===== src/rtl/byte_store_master_pkg.sv =====
// rtl/byte_store_master_pkg.sv - shared types and limits for the byte-store requester
package byte_store_master_pkg;

  localparam int BYTE_W         = 8;
  localparam int MAX_SLOTS      = 16;
  localparam int MAX_RD_LATENCY = 7;
  localparam int LAT_W          = 3;

  typedef enum logic [2:0] {
    IDLE,
    WR_STROBE,
    RD_STROBE,
    RD_WAIT,
    RESP
  } state_t;

endpackage


===== src/rtl/byte_store_master_slot_decoder.sv =====
// rtl/byte_store_master_slot_decoder.sv - slot index to one-hot select with range flag
module byte_store_master_slot_decoder #(
  parameter int NUM_SLOTS = 4,
  parameter int ADDR_W    = 2
) (
  input  logic [ADDR_W-1:0]    addr,
  output logic [NUM_SLOTS-1:0] onehot,
  output logic                 in_range
);

  always_comb begin
    onehot   = '0;
    in_range = 1'b0;
    for (int k = 0; k < NUM_SLOTS; k++) begin
      if (addr == ADDR_W'(k)) begin
        onehot[k] = 1'b1;
        in_range  = 1'b1;
      end
    end
  end

endmodule


===== src/rtl/byte_store_master.sv =====
// rtl/byte_store_master.sv - one-outstanding-request controller driving a bank of byte-store cells
module byte_store_master
  import byte_store_master_pkg::*;
#(
  parameter int NUM_SLOTS  = 4,
  parameter int ADDR_W     = 2,
  parameter int RD_LATENCY = 1
) (
  input  logic                        clk,
  input  logic                        rst,
  input  logic                        req_valid,
  output logic                        req_ready,
  input  logic                        req_write,
  input  logic [ADDR_W-1:0]           req_addr,
  input  logic [BYTE_W-1:0]           req_wdata,
  output logic                        rsp_valid,
  input  logic                        rsp_ready,
  output logic [BYTE_W-1:0]           rsp_rdata,
  output logic                        rsp_err,
  output logic [NUM_SLOTS-1:0]        st_write_enable,
  output logic [NUM_SLOTS-1:0]        st_read_enable,
  output logic [BYTE_W-1:0]           st_data_in,
  input  logic [BYTE_W*NUM_SLOTS-1:0] st_data_out,
  input  logic [NUM_SLOTS-1:0]        st_output_enable
);

  if (NUM_SLOTS < 1 || NUM_SLOTS > MAX_SLOTS || (1 << ADDR_W) < NUM_SLOTS ||
      RD_LATENCY < 1 || RD_LATENCY > MAX_RD_LATENCY) begin : g_bad_params
    $error("byte_store_master: parameter out of range");
  end

  state_t                 state;
  logic [NUM_SLOTS-1:0]   dec_onehot;
  logic                   dec_in_range;
  logic [NUM_SLOTS-1:0]   sel_q;
  logic                   oe_flag;
  logic [LAT_W-1:0]       lat_cnt;
  logic [BYTE_W-1:0]      rd_byte;

  byte_store_master_slot_decoder #(
    .NUM_SLOTS (NUM_SLOTS),
    .ADDR_W    (ADDR_W)
  ) u_dec (
    .addr     (req_addr),
    .onehot   (dec_onehot),
    .in_range (dec_in_range)
  );

  // Latched one-hot select doubles as the read-data mux control
  always_comb begin
    rd_byte = '0;
    for (int k = 0; k < NUM_SLOTS; k++) begin
      if (sel_q[k]) begin
        rd_byte = rd_byte | st_data_out[BYTE_W*k +: BYTE_W];
      end
    end
  end

  always_ff @(posedge clk or posedge rst) begin
    if (rst) begin
      state           <= IDLE;
      req_ready       <= 1'b1;
      rsp_valid       <= 1'b0;
      rsp_rdata       <= '0;
      rsp_err         <= 1'b0;
      st_write_enable <= '0;
      st_read_enable  <= '0;
      st_data_in      <= '0;
      sel_q           <= '0;
      oe_flag         <= 1'b0;
      lat_cnt         <= '0;
    end else begin
      case (state)
        IDLE: begin
          if (req_valid && req_ready) begin
            req_ready <= 1'b0;
            sel_q     <= dec_onehot;
            oe_flag   <= 1'b0;
            if (!dec_in_range) begin
              rsp_valid <= 1'b1;
              rsp_err   <= 1'b1;
              rsp_rdata <= '0;
              state     <= RESP;
            end else if (req_write) begin
              st_write_enable <= dec_onehot;
              st_data_in      <= req_wdata;
              state           <= WR_STROBE;
            end else begin
              st_read_enable <= dec_onehot;
              state          <= RD_STROBE;
            end
          end
        end
        WR_STROBE: begin
          st_write_enable <= '0;
          rsp_valid       <= 1'b1;
          rsp_err         <= 1'b0;
          rsp_rdata       <= '0;
          state           <= RESP;
        end
        RD_STROBE: begin
          st_read_enable <= '0;
          oe_flag        <= |(st_output_enable & sel_q);
          lat_cnt        <= LAT_W'(RD_LATENCY);
          state          <= RD_WAIT;
        end
        RD_WAIT: begin
          // Capture on the cycle the counter reaches zero; it never wraps
          if (lat_cnt <= LAT_W'(1)) begin
            lat_cnt   <= '0;
            rsp_valid <= 1'b1;
            rsp_err   <= ~oe_flag;
            rsp_rdata <= oe_flag ? rd_byte : '0;
            state     <= RESP;
          end else begin
            lat_cnt <= lat_cnt - LAT_W'(1);
          end
        end
        RESP: begin
          if (rsp_ready) begin
            rsp_valid <= 1'b0;
            rsp_err   <= 1'b0;
            rsp_rdata <= '0;
            req_ready <= 1'b1;
            state     <= IDLE;
          end
        end
        default: begin
          state     <= IDLE;
          req_ready <= 1'b1;
        end
      endcase
    end
  end

endmodule


===== config.mk =====
export PLATFORM = sky130hd
export DESIGN_NAME = byte_store_master
export DESIGN_NICKNAME = d
export VERILOG_FILES = /design/src/rtl/byte_store_master_pkg.sv /design/src/rtl/byte_store_master_slot_decoder.sv /design/src/rtl/byte_store_master.sv
export SDC_FILE = /design/constraint.sdc
export NUM_CORES = 1
export LEC_CHECK = 0
export CORE_ASPECT_RATIO = 0.75
export CORE_UTILIZATION = 45
export DETAILED_ROUTE_END_ITERATION = 8
export GPL_TIMING_DRIVEN = 0
export PLACE_DENSITY_LB_ADDON = 0.3
export SYNTH_ARGS = -nofsm -noshare
export SYNTH_HDL_FRONTEND = slang
export SYNTH_SLANG_ARGS = --single-unit

===== constraint.sdc =====
create_clock -name clk -period 3.1 [get_ports clk]
set_input_delay 0.62 -clock clk [delete_from_list [all_inputs] [get_ports clk]]
set_output_delay 0.62 -clock clk [all_outputs]
set_load 0.01 [all_outputs]

==> impl_results.md <==
- Worst-path clk slew: 0.07 ns
- Worst Skew: around 0.0073 ns
- Routed length per instance: approximately 15 um
- EDFF count, synth: 0
- GR Util met3: 9.01%
- Leak: 0.00116 uW
- GRT busiest layer: met2
- Startpoint Class: flop
- CTS Hold Bufs: 0
- DR vias: 1,617
- Slew HR: 48.2%
- Diode count: 0
- Tightest Pin Transition: 0.776 ns
- Reg2Reg Capture Point: rsp_rdata[6]$_DFFE_PP0P_
- R2r setup slk: 1.36 ns
- Gpl congestion: 0.888
- Area of the core: 3760 sq um
- PD cells: 768 nW/um^2
- TritonCTS Buffers: 5
- Crit-path slowest cell: dfstp_2
- CTS tree: yes
- Crit path from: req_ready$_DFFE_PP1P_
- Peak Freq: 0.496 GHz
- P&R area growth vs syn: 50.3%
- Root Driver: clkbuf_8
- Post-cts resize count: 0
- Congestion Overflow GR: 0
- Final setup viols: 0
- VDD IR max: 0.000553 V
- Initial antenna violation count: 0
- Critical path's top delay family: flip-flops
- Die X: 75.5 um
- Worst EP required: 2.48 ns
- Hold Crit Endpoint: rsp_err$_DFFE_PP0P_
- Min-Delay Path Class: flop to flop
- Number of iterations in the first detailed-routing pass: 4
- RSZ-0062 raised after global routing: false
- Largest fanout on the critical path: 6
- HP Start: oe_flag$_DFFE_PP0P_
- Post-route DRC: 0
- Setup Buffers After CTS: 0
- Synth Flop Type: dfrtp_1
- Clock sinks: 38
- Number of global-route vias before repair: 1,574
- R2R depth: 6
- Mapped Area: 1820 sq um
- Worst-Skew Late Latency: 0.28 ns
- Tmin final: between 2 and 2.5 ns
- Global-route wire length before repair: 7360 um
- Seq/Total Area, Yosys: a little over half
- Fin. max-slew vios: 0
- Drt total wl: 4600 um
- Initial Utilization: 48.5%
- Crit share post-route: 65.0%
- Cell chain of the critical path: clkdlybuf4s50_1
- Pwr Total: 2100 uW
- Post-synth ARST share: 100%
- Vias per std cell: 5.34
- Initial drt markers: 104
- Row cnt: 19
- Critical setup path kind: flop to output port
- Final Core Density: 72.9%
- GRT Total Usage: a little under a quarter
- IO Pins: 78
- Post-synth cell types: 35
- Status: finished clean
- Clk buf depth: 2
- Mapped Cells: 166
- GR Util met1: 30.7%
- CP peak stage delay: ~0.57 ns
- Average size of a mapped cell: 11.0 sq um
- Largest net degree at the start of global routing: 39
- Die Span Y: 57.1 um
- Htree depth: 2
- RR Startpoint: lat_cnt[1]$_DFFE_PP0P_
- Worst Path Buf+Inv: 1
- Hold Vio Cnt, Final: 0
- Proportion of layout cells with a drive suffix above 1: between 10 and 15%
- Crit path DAT: between 1 and 1.5 ns
- Post-DRT Antenna Nets: 0
- Syn. warnings: 0
- Net count after synthesis: 219
- MaxCap Viol Count: 0
- Port bufs: 77
- Synth Register Bits: 38
- Hpwl dp: 3420 um
- Die ar.: between 4000 and 5000 sq um
- M2 GR Usage: 36.4%
- Setup tns final: 0 ns
- Hold Path Depth: 1
- Hold slack: 0.477 ns
- CP Capture Type: output port
- Total Nets Final: 303
## layout make-up
class,instances,area [sq um]
inverter,7,26.3
buffer,7,42.5
multi-input combinational,114,801
timing repair buffer,77,771
sequential,38,952
tap,52,65.1
clock buffer,8,80.1
fill,294,1020
## cells in the final DEF (no fill, tap or decap), drive strengths merged, types with 2 or more instances in the layout
cell and n:
clkbuf 11, nor3 3, mux2 12, nand3 2
buf 4, o2bb2ai 9, dfrtp 37, a22o 8
a21oi 6, inv 7, nor2 11, a221oi 8
clkdlybuf4s50 77, o31ai 3, ha 2, o21ai 10
nand2 23, a31oi 2, a22oi 2, nand2b 4
## kinds of logic (layout without fill, tap and decap cells)
family	after synthesis	count (layout)	share of synthesized area, %
adder cells (fa/ha/maj)	2	2	1.37
flip-flops	38	38	52.3
AND/OR/NAND/NOR	48	48	12.0
buffers and inverters	14	99	3.78
multiplexers	12	12	8.65
AO/OA/AOI/OAI	52	52	21.9
## state kept, by name, summed over array words and instances, names as in the netlist
signal and cells:
rsp_rdata 8, st_data_in 8, sel_q 4, st_read_enable 4, st_write_enable 4, lat_cnt 3, state 3, oe_flag 1
req_ready 1, rsp_err 1, rsp_valid 1
## report_power, final
part	leakage (uW)	internal, uW	total, uW	switching (uW)
combinational	0.000628	542	1030	483
clock	0.0000395	160	319	159
sequential	0.000496	664	759	95.4
total	0.00116	1370	2100	738
## per-stage QoR
stage | setup slack (ns) | instance area [sq um] | instances
after floorplan | 1.60 | 1820 | 166
after global placement | 0.798 | 2660 | 295
after detailed placement | 0.943 | 2660 | 295
after CTS | 1.07 | 2740 | 303
after global routing | 1.03 | 2740 | 303
final | 1.08 | 2740 | 303
## cells in the mapped netlist, types with 2 or more instances
library cell  number  area [sq um]
a221oi_1           8          70.1
nor2_1            11          41.3
o31ai_1            3          22.5
o21ai_0            9          45.0
mux2_2             6          67.6
dfrtp_1           37           926
o2bb2ai_1          9          78.8
mux2_4             6          90.1
buf_6              2          22.5
a22oi_1            2          15.0
ha_1               2          25.0
a21oi_1            6          30.0
nand2b_1           4          25.0
a22o_1             8          70.1
nor3_1             3          15.0
inv_1              7          26.3
nand2_1           23          86.3
clkbuf_1           3          11.3
## per-layer routing
metal | share of wire (%) | wire length, um | vias to the layer above
met5 | 0 | 0 | -
met4 | 0 | 0 | 0
met3 | 8.8 | 405 | 0
met2 | 46 | 2100 | 77
met1 | 45 | 2090 | 762
li1 | - | - | 778
## how the worst max path moves through the flow
| stage | endpoint | cells past startpoint | slack [ns] |
|---|---|---|---|
| after floorplan | st_data_in[0]$_DFFE_PP0P_ | 4 | 1.60 |
| after global placement | st_data_in[1]$_DFFE_PP0P_ | 2 | 0.80 |
| after detailed placement | st_read_enable[3]$_DFFE_PP0P_ | 4 | 0.94 |
| after CTS | req_ready | 1 | 1.07 |
| after global routing | req_ready | 1 | 1.03 |
| final | req_ready | 1 | 1.08 |
(Power assumes the default switching activity.)
